===== src/rtl/decode_stage.sv =====
// RV32 decode stage: combinational regfile address select and classification, registered valid/ready bundle
// with load-use interlock and flush. Optional stall counter port under `DECODE_STALL_CNT_EN.
module decode_stage #(
    parameter int  XLEN     = 32,
    parameter int  NUM_REGS = 32,
    localparam int REG_AW   = $clog2(NUM_REGS)
) (
    input  logic              clk,
    input  logic              rst_n,
    input  logic              if_valid_i,
    output logic              if_ready_o,
    input  logic [31:0]       if_instr_i,
    input  logic [XLEN-1:0]   if_pc_i,
    input  logic              flush_i,
    output logic [REG_AW-1:0] sel_rs1_o,
    output logic [REG_AW-1:0] sel_rs2_o,
    output logic              ex_valid_o,
    input  logic              ex_ready_i,
    output logic [31:0]       ex_instr_o,
    output logic [XLEN-1:0]   ex_pc_o,
    output logic [XLEN-1:0]   ex_imm_o,
    output logic [REG_AW-1:0] ex_rd_o,
    output logic              ex_is_load_o,
    output logic              ex_illegal_o
`ifdef DECODE_STALL_CNT_EN
    ,
    output logic [31:0]       stall_cnt_o
`endif
);

    localparam logic [6:0] OP_R      = 7'b0110011;
    localparam logic [6:0] OP_I      = 7'b0010011;
    localparam logic [6:0] OP_LOAD   = 7'b0000011;
    localparam logic [6:0] OP_STORE  = 7'b0100011;
    localparam logic [6:0] OP_BRANCH = 7'b1100011;
    localparam logic [6:0] OP_JAL    = 7'b1101111;
    localparam logic [6:0] OP_JALR   = 7'b1100111;
    localparam logic [6:0] OP_LUI    = 7'b0110111;
    localparam logic [6:0] OP_AUIPC  = 7'b0010111;

    // Only the RV32E file can see an out-of-range index (field bit 4 set).
    localparam logic NARROW_RF = (NUM_REGS < 32) ? 1'b1 : 1'b0;

    typedef enum logic [2:0] {
        FMT_NONE,
        FMT_I,
        FMT_S,
        FMT_B,
        FMT_U,
        FMT_J
    } fmt_e;

    logic [6:0]        opcode_s;
    logic [REG_AW-1:0] rs1_f_s;
    logic [REG_AW-1:0] rs2_f_s;
    logic [REG_AW-1:0] rd_f_s;
    logic              uses_rs1_s;
    logic              uses_rs2_s;
    logic              has_rd_s;
    logic              is_load_s;
    logic              illegal_op_s;
    logic              reg_bad_s;
    logic              hz_s;
    logic              adv_s;
    fmt_e              fmt_s;
    logic [31:0]       imm32_s;
    logic [XLEN-1:0]   imm_s;

    assign opcode_s = if_instr_i[6:0];
    assign rs1_f_s  = if_instr_i[15 +: REG_AW];
    assign rs2_f_s  = if_instr_i[20 +: REG_AW];
    assign rd_f_s   = if_instr_i[7 +: REG_AW];

    // Opcode classification: register usage, immediate format, legality.
    always_comb begin
        uses_rs1_s   = 1'b0;
        uses_rs2_s   = 1'b0;
        has_rd_s     = 1'b0;
        is_load_s    = 1'b0;
        illegal_op_s = 1'b0;
        fmt_s        = FMT_NONE;
        case (opcode_s)
            OP_R:      begin uses_rs1_s = 1'b1; uses_rs2_s = 1'b1; has_rd_s = 1'b1; end
            OP_I:      begin uses_rs1_s = 1'b1; has_rd_s = 1'b1; fmt_s = FMT_I; end
            OP_LOAD:   begin uses_rs1_s = 1'b1; has_rd_s = 1'b1; is_load_s = 1'b1; fmt_s = FMT_I; end
            OP_STORE:  begin uses_rs1_s = 1'b1; uses_rs2_s = 1'b1; fmt_s = FMT_S; end
            OP_BRANCH: begin uses_rs1_s = 1'b1; uses_rs2_s = 1'b1; fmt_s = FMT_B; end
            OP_JAL:    begin has_rd_s = 1'b1; fmt_s = FMT_J; end
            OP_JALR:   begin uses_rs1_s = 1'b1; has_rd_s = 1'b1; fmt_s = FMT_I; end
            OP_LUI:    begin has_rd_s = 1'b1; fmt_s = FMT_U; end
            OP_AUIPC:  begin has_rd_s = 1'b1; fmt_s = FMT_U; end
            default:   illegal_op_s = 1'b1;
        endcase
    end

    // Immediate assembly per format, then sign-extension to XLEN.
    always_comb begin
        imm32_s = 32'd0;
        case (fmt_s)
            FMT_I:   imm32_s = {{20{if_instr_i[31]}}, if_instr_i[31:20]};
            FMT_S:   imm32_s = {{20{if_instr_i[31]}}, if_instr_i[31:25], if_instr_i[11:7]};
            FMT_B:   imm32_s = {{19{if_instr_i[31]}}, if_instr_i[31], if_instr_i[7],
                                if_instr_i[30:25], if_instr_i[11:8], 1'b0};
            FMT_U:   imm32_s = {if_instr_i[31:12], 12'd0};
            FMT_J:   imm32_s = {{11{if_instr_i[31]}}, if_instr_i[31], if_instr_i[19:12],
                                if_instr_i[20], if_instr_i[30:21], 1'b0};
            default: imm32_s = 32'd0;
        endcase
        imm_s = XLEN'($signed(imm32_s));
    end

    assign reg_bad_s = NARROW_RF & ((uses_rs1_s & if_instr_i[19]) |
                                    (uses_rs2_s & if_instr_i[24]) |
                                    (has_rd_s   & if_instr_i[11]));

    assign adv_s = ex_ready_i | ~ex_valid_o;
    assign hz_s  = if_valid_i & ex_valid_o & ex_is_load_o & (ex_rd_o != {REG_AW{1'b0}}) &
                   ((uses_rs1_s & (rs1_f_s == ex_rd_o)) | (uses_rs2_s & (rs2_f_s == ex_rd_o)));

    assign if_ready_o = flush_i | (adv_s & ~hz_s);

    // Regfile read addresses; unused fields are forced to zero.
    always_comb begin
        if (if_valid_i & uses_rs1_s) begin
            sel_rs1_o = rs1_f_s;
        end else begin
            sel_rs1_o = {REG_AW{1'b0}};
        end
        if (if_valid_i & uses_rs2_s) begin
            sel_rs2_o = rs2_f_s;
        end else begin
            sel_rs2_o = {REG_AW{1'b0}};
        end
    end

    // Pipeline slot: flush beats hazard bubble beats load; payload only changes on load.
    always_ff @(posedge clk or negedge rst_n) begin
        if (!rst_n) begin
            ex_valid_o   <= 1'b0;
            ex_instr_o   <= 32'd0;
            ex_pc_o      <= {XLEN{1'b0}};
            ex_imm_o     <= {XLEN{1'b0}};
            ex_rd_o      <= {REG_AW{1'b0}};
            ex_is_load_o <= 1'b0;
            ex_illegal_o <= 1'b0;
        end else if (flush_i) begin
            ex_valid_o <= 1'b0;
        end else if (adv_s) begin
            if (hz_s) begin
                ex_valid_o <= 1'b0;
            end else if (if_valid_i) begin
                ex_valid_o   <= 1'b1;
                ex_instr_o   <= if_instr_i;
                ex_pc_o      <= if_pc_i;
                ex_imm_o     <= imm_s;
                ex_rd_o      <= has_rd_s ? rd_f_s : {REG_AW{1'b0}};
                ex_is_load_o <= is_load_s;
                ex_illegal_o <= illegal_op_s | reg_bad_s;
            end else begin
                ex_valid_o <= 1'b0;
            end
        end
    end

`ifdef DECODE_STALL_CNT_EN
    // Counts load-use bubbles actually inserted; wraps naturally.
    always_ff @(posedge clk or negedge rst_n) begin
        if (!rst_n) begin
            stall_cnt_o <= 32'd0;
        end else if (hz_s & adv_s & ~flush_i) begin
            stall_cnt_o <= stall_cnt_o + 32'd1;
        end
    end
`endif

endmodule


===== config.mk =====
export PLATFORM = sky130hd
export DESIGN_NAME = decode_stage
export DESIGN_NICKNAME = d
export VERILOG_FILES = /design/src/rtl/decode_stage.sv
export SDC_FILE = /design/constraint.sdc
export NUM_CORES = 1
export LEC_CHECK = 0
export ABC_AREA = 1
export ABC_CLOCK_PERIOD_IN_PS = 1680
export CORE_UTILIZATION = 45
export CTS_CLUSTER_DIAMETER = 40
export DETAILED_ROUTE_END_ITERATION = 6
export PLACE_DENSITY = 0.86
export SLEW_MARGIN = 10
export SYNTH_ARGS = -nofsm -noshare
export SYNTH_HDL_FRONTEND = slang
export SYNTH_SLANG_ARGS = --single-unit

===== constraint.sdc =====
create_clock -name clk -period 1.68 [get_ports clk]
set_input_delay 0.336 -clock clk [delete_from_list [all_inputs] [get_ports clk]]
set_output_delay 0.336 -clock clk [all_outputs]
set_load 0.005 [all_outputs]

======== After elaboration in Yosys (flattened, before gate mapping) ========
Cells that the tools add are included.
storage, ports and cells
  output and inout port bits .............. 115
  logic and storage cells ................. 61
  register bits ........................... 104
cells by class
  eq/ne operators ......................... 16
  bitwise operators ....................... 15
  reductions and logical operators ........ 9
  mux-type cells .......................... 14
operators with widths
  kind                                                  number
  case mux 32 bit (5 select lines)                      1
  equality test 7 x 6 -> 1 bit (second input constant)  3
  equality test 7 bit (second input constant)           3
  2-to-1 mux 5 bit                                      3
  case mux 3 bit (5 select lines)                       1
  equality test 7 x 5 -> 1 bit (second input constant)  2
  equality test 5 bit                                   2
  bitwise AND 1 bit                                     9
  2-to-1 mux 1 bit                                      9
  OR reduction 9 bit                                    1
  equality test 7 x 2 -> 1 bit (second input constant)  1
  OR reduction 7 bit                                    1
  equality test 3 x 2 -> 1 bit (second input constant)  2
  equality test 3 bit (second input constant)           2
  OR reduction 3 bit                                    2
  OR reduction 6 bit                                    1
  nonzero test 5 bit                                    1
  AND reduction 4 bit                                   1
  equality test 3 x 1 -> 1 bit (second input constant)  1
  inverter 1 bit                                        3
  bitwise OR 1 bit                                      3
  nonzero test 2 bit                                    1
  OR reduction 2 bit                                    1

======== Depth between registers and ports, before layout ========
  word-level depth ........................ 9
  mapped depth ............................ 13
  depth with buffers taken out ............ 11

======== Least setup slack after synthesis ========
OpenSTA, ideal clock, no wires.
  path kind ............................... register to output
  start ................................... register ex_rd_o[3]
  end ..................................... output if_ready_o
  path slack .............................. 107 ps
  stages on the path, launching flop included .. 11
  arrival ................................. 1237 ps
  path through ............................ dfrtp_1 inv_1 nand2_1 nand2_1 nand2_1 nor2_1 nand3_1 nand2_1 nand2_2 buf_6 o21a_1
between the ends
  word-level cells in the longest chain between the ends .. 7
  elaborated cells on any way between the ends .. 11
  classes of those cells .................. 2 x eq/ne; 8 x bitwise; 1 x reduce/logical
RTL lines
  what                               line  RTL
  from (decl)                        22    output logic [REG_AW-1:0] ex_rd_o,
  from (signal assigned)             143   ex_rd_o <= {REG_AW{1'b0}};
  from (signal assigned)             156   ex_rd_o <= has_rd_s ? rd_f_s : {REG_AW{1'b0}};
  equality test 5 bit                118   ((uses_rs1_s & (rs1_f_s == ex_rd_o)) | (uses_rs2_s & (rs2_f_s == ex_rd_o)));
  bitwise AND 1 bit                  118
  bitwise OR 1 bit                   118
  bitwise AND 1 bit *                117   assign hz_s = if_valid_i & ex_valid_o & ex_is_load_o & (ex_rd_o != {REG_AW{1'b0}}) &
  inverter 1 bit (no source line) *  --
  bitwise AND 1 bit *                120   assign if_ready_o = flush_i | (adv_s & ~hz_s);
  bitwise OR 1 bit *                 120
  to (decl)                          11    output logic if_ready_o,
Every way passes the cells marked *; elsewhere a longest branch is shown, timed or not.

======== Final worst setup path ========
Same ends and word-level chain as after synthesis.

==> reports/summary.txt <==
status -> finished with violations
violated checks -> setup timing
Netlist cell types -> 22
synthesized area -> 0.00511 mm²
Syn-to-layout area delta -> 83.1%
DRC Markers -> 0
Mapped Nets -> 734
filler instances -> 520
Required @ worst endpoint -> 1340 ps
CP Buf/Inv Count -> 1
antenna violations before repair -> 1
vias in the first global route -> 5,330
Vias -> 6,500
DIE AREA -> 0.0118 mm²
HPWL Detailed -> 11.8 mm
Leakage -> 4.72 nW
slew at the pin with the worst max-slew slack -> 459 ps
final hold vios -> 0
GPL Wtd Cong -> 0.924
Async SR Flop Fraction -> 100%
chip width -> 109 µm
pin count of the biggest net entering global routing -> 36
relative max-transition margin -> 69.2%
clock network power share -> 30.2%
CP cell instances -> xor2_1 > nor2_1 > nand3_2 > nand2_2 > nand2_4 > o21a_1 > buf_2
clock skew -> 11.6 ps
Post-Synth Adder-Cell Area -> 0%
Antenna Violating Nets Remaining -> 0
leading post-synthesis cells by cell area -> dfrtp_1, nand2_1, nand3_1, nand4_1, nor2_1
hold crit path type -> input port to register
final hold slack -> 273 ps
Final min period -> 2140 ps
IO Pins -> 184
Critical Path Max Stage Delay -> 450 ps
post-route cell area -> 0.00936 mm²
PD cells -> 731 mW/mm²
Synth Area in XOR/XNOR -> 0.857%
fraction of the mapped netlist area in compound gates -> 1.00%
most frequent cells after synthesis -> nand2_1, nand3_1, dfrtp_1
YS warnings -> 0
Clk Latency, worst-skew pair -> 350 ps
setup TNS -> -32,240 ps
CORE AREA -> 0.0109 mm²
setup slack after layout -> -463 ps
critical path type -> register to output port
fmax -> 467 MHz
Rows -> 38
Reg power frac -> 43.5%
cells after synthesis -> 665
GRT Overall Usage -> 30.6%
Vias/cell -> 5.96
fin crit share -> 128%
GRT overflow -> 0
met1 GRT Util -> 39.8%
crit start category -> register
WL/cell -> 21.6 µm
area leader, netlist -> dfrtp_1
met3 global-route usage -> 6.21%
CP top delay family -> simple AND/OR/NAND/NOR gates
die height -> 109 µm
CTS tree -> done
simple-gate area share of the yosys netlist -> 40.3%
CP max FO -> 4
area of the multi-input gates -> 0.00272 mm²
crit path DAT -> 1810 ps
mux contribution to synthesized area -> 0%
number of synthesized flops with an enable pin -> 0
register area share after synthesis -> 50.9%
GR peak layer -> met2
P_int -> 4.84 mW
H-tree depth -> 3
CTS sink count -> 104
RSZ-0062 raised after global routing -> yes
placed cell areas -> 0.00764 mm²
DR iter-0 viols -> 718
global-route wire length before repair -> 27.6 mm
Final #Nets -> 1,014
DRT Wirelength -> 23.5 mm
Storage cell area -> 0.00261 mm²
CTS buffer count -> 9
CTS root buf -> clkbuf_16
met2 usage -> 51.3%
Yosys reg bits -> 104
top-area cell type share of the netlist area -> 50.9%
Crit. End Element -> output port
Sw Share -> 29.2%
count leader, synth -> nand2_1
final setup fails -> 108
Gate power share -> 26.3%
layout cell share with drive strength beyond 1 -> 31.5%
Clock transition at path regs -> 80 ps
fin. max-slew vios -> 0
Pre-Repair DR Iteration Count -> 5
top_reg_cell synth -> dfrtp_1
Starting Density -> 46.7%
Port Buffers -> 183
NetSw -> 2.00 mW
Bufs on Longest Clock Path -> 2
Avg Inst Size Synth -> 7.68 µm²
Slowest-stage cell, CP -> dfrtp_2
Peak supply drop -> 0.771 mV
Max-Cap Viols -> 0
largest family of logic cells by synthesized area -> simple AND/OR/NAND/NOR gates
==> registers in the layout, summed over array words and instances, names as in the netlist <==
register,count
ex_valid_o,1
ex_illegal_o,1
ex_is_load_o,1
ex_rd_o,5
ex_imm_o,32
ex_pc_o,32
ex_instr_o,32
==> metrics by stage <==
| step | cells | utilization (%) | worst slack [ps] | power [mW] |
|---|---|---|---|---|
| floorplan | 665 | - | 107 | 3.38 |
| global placement | 1024 | 69.9 | -775 | 4.41 |
| detailed placement | 1024 | 69.9 | -794 | 4.44 |
| CTS | 1053 | 75.0 | -368 | 6.50 |
| global route | 1091 | 85.6 | -533 | 7.07 |
| finish | 1091 | 85.6 | -463 | 6.84 |
==> layout by cell type (no fill, tap or decap), drive strengths merged <==
master,n
diode,1
o21a,1
nor4,1
dlygate4sd3,1
clkbuf,29
dlygate4sd2,9
clkdlybuf4s50,150
buf,129
dfrtp,104
nor2,32
xor2,5
clkinvlp,1
a21oi,2
nor3b,1
clkinv,3
inv,29
nand4,20
nand2,274
nand3,150
dlymetal6s2s,5
o211ai,4
==> final cells by class <==
| class | count | share of cell area [%] |
|---|---|---|
| inverter | 28 | 1.15 |
| clock buffer | 11 | 2.59 |
| antenna | 1 | 0.0267 |
| clock inverter | 5 | 0.414 |
| timing repair buffer | 312 | 37.0 |
| sequential | 104 | 27.9 |
| tap | 140 | 1.87 |
| multi-input combinational | 490 | 29.1 |
==> worst paths after layout <==
kind | start | to | slack [ps] | depth (start not counted)
worst min-delay path | if_instr_i[1] | ex_instr_o[1] | 270 | 3
min in group asynchronous | rst_n | ex_instr_o[14] | 450 | 2
worst min register to register | ex_pc_o[4] | ex_pc_o[4] | 480 | 2
max in group asynchronous | rst_n | ex_rd_o[4] | 660 | 3
worst max-delay path | ex_rd_o[3] | if_ready_o | -460 | 7
worst max register to register | ex_rd_o[3] | ex_instr_o[4] | -370 | 12
==> metal layers <==
layer,vias to the layer above,part of all wire [%]
met5,-,0
met4,0,6.6
met3,178,11
met2,567,49
met1,3032,34
li1,2723,-
==> what timing repair did <==
item	4_1_cts	5_1_grt
hold endpoints to repair	23	0
pin swaps	16	28
resized for setup	115	164
gates cloned	5	22
setup buffers	8	17
hold buffers	1	0
endpoints found under the setup margin	120	116
==> worst register-to-register path, stage by stage, from the launching register on <==
cell and delay, ps:
dfrtp_2 450, xor2_1 160, nor2_1 270, nand3_2 120, nand2_2 100, nand2_4 50, buf_4 150, buf_12 150
nand2_8 130, buf_12 130, clkbuf_16 160, nand2_2 50, nand2_1 70
==> power by group through the flow <==
stage / registers [mW] / clock network (mW) / logic [mW]
global placement: 2.97 / 0 / 1.44
detailed placement: 2.97 / 0 / 1.47
global route: 3.00 / 2.16 / 1.91
CTS: 2.93 / 2.03 / 1.54
finish: 2.97 / 2.06 / 1.80
floorplan: 2.98 / 0 / 0.401
==> kinds of logic after synthesis <==
| logic type | Yosys count |
|---|---|
| compound gates | 7 |
| xor+xnor | 5 |
| simple gates | 477 |
| flops | 104 |
| buf+inv | 72 |
(Power assumes the default switching activity.)
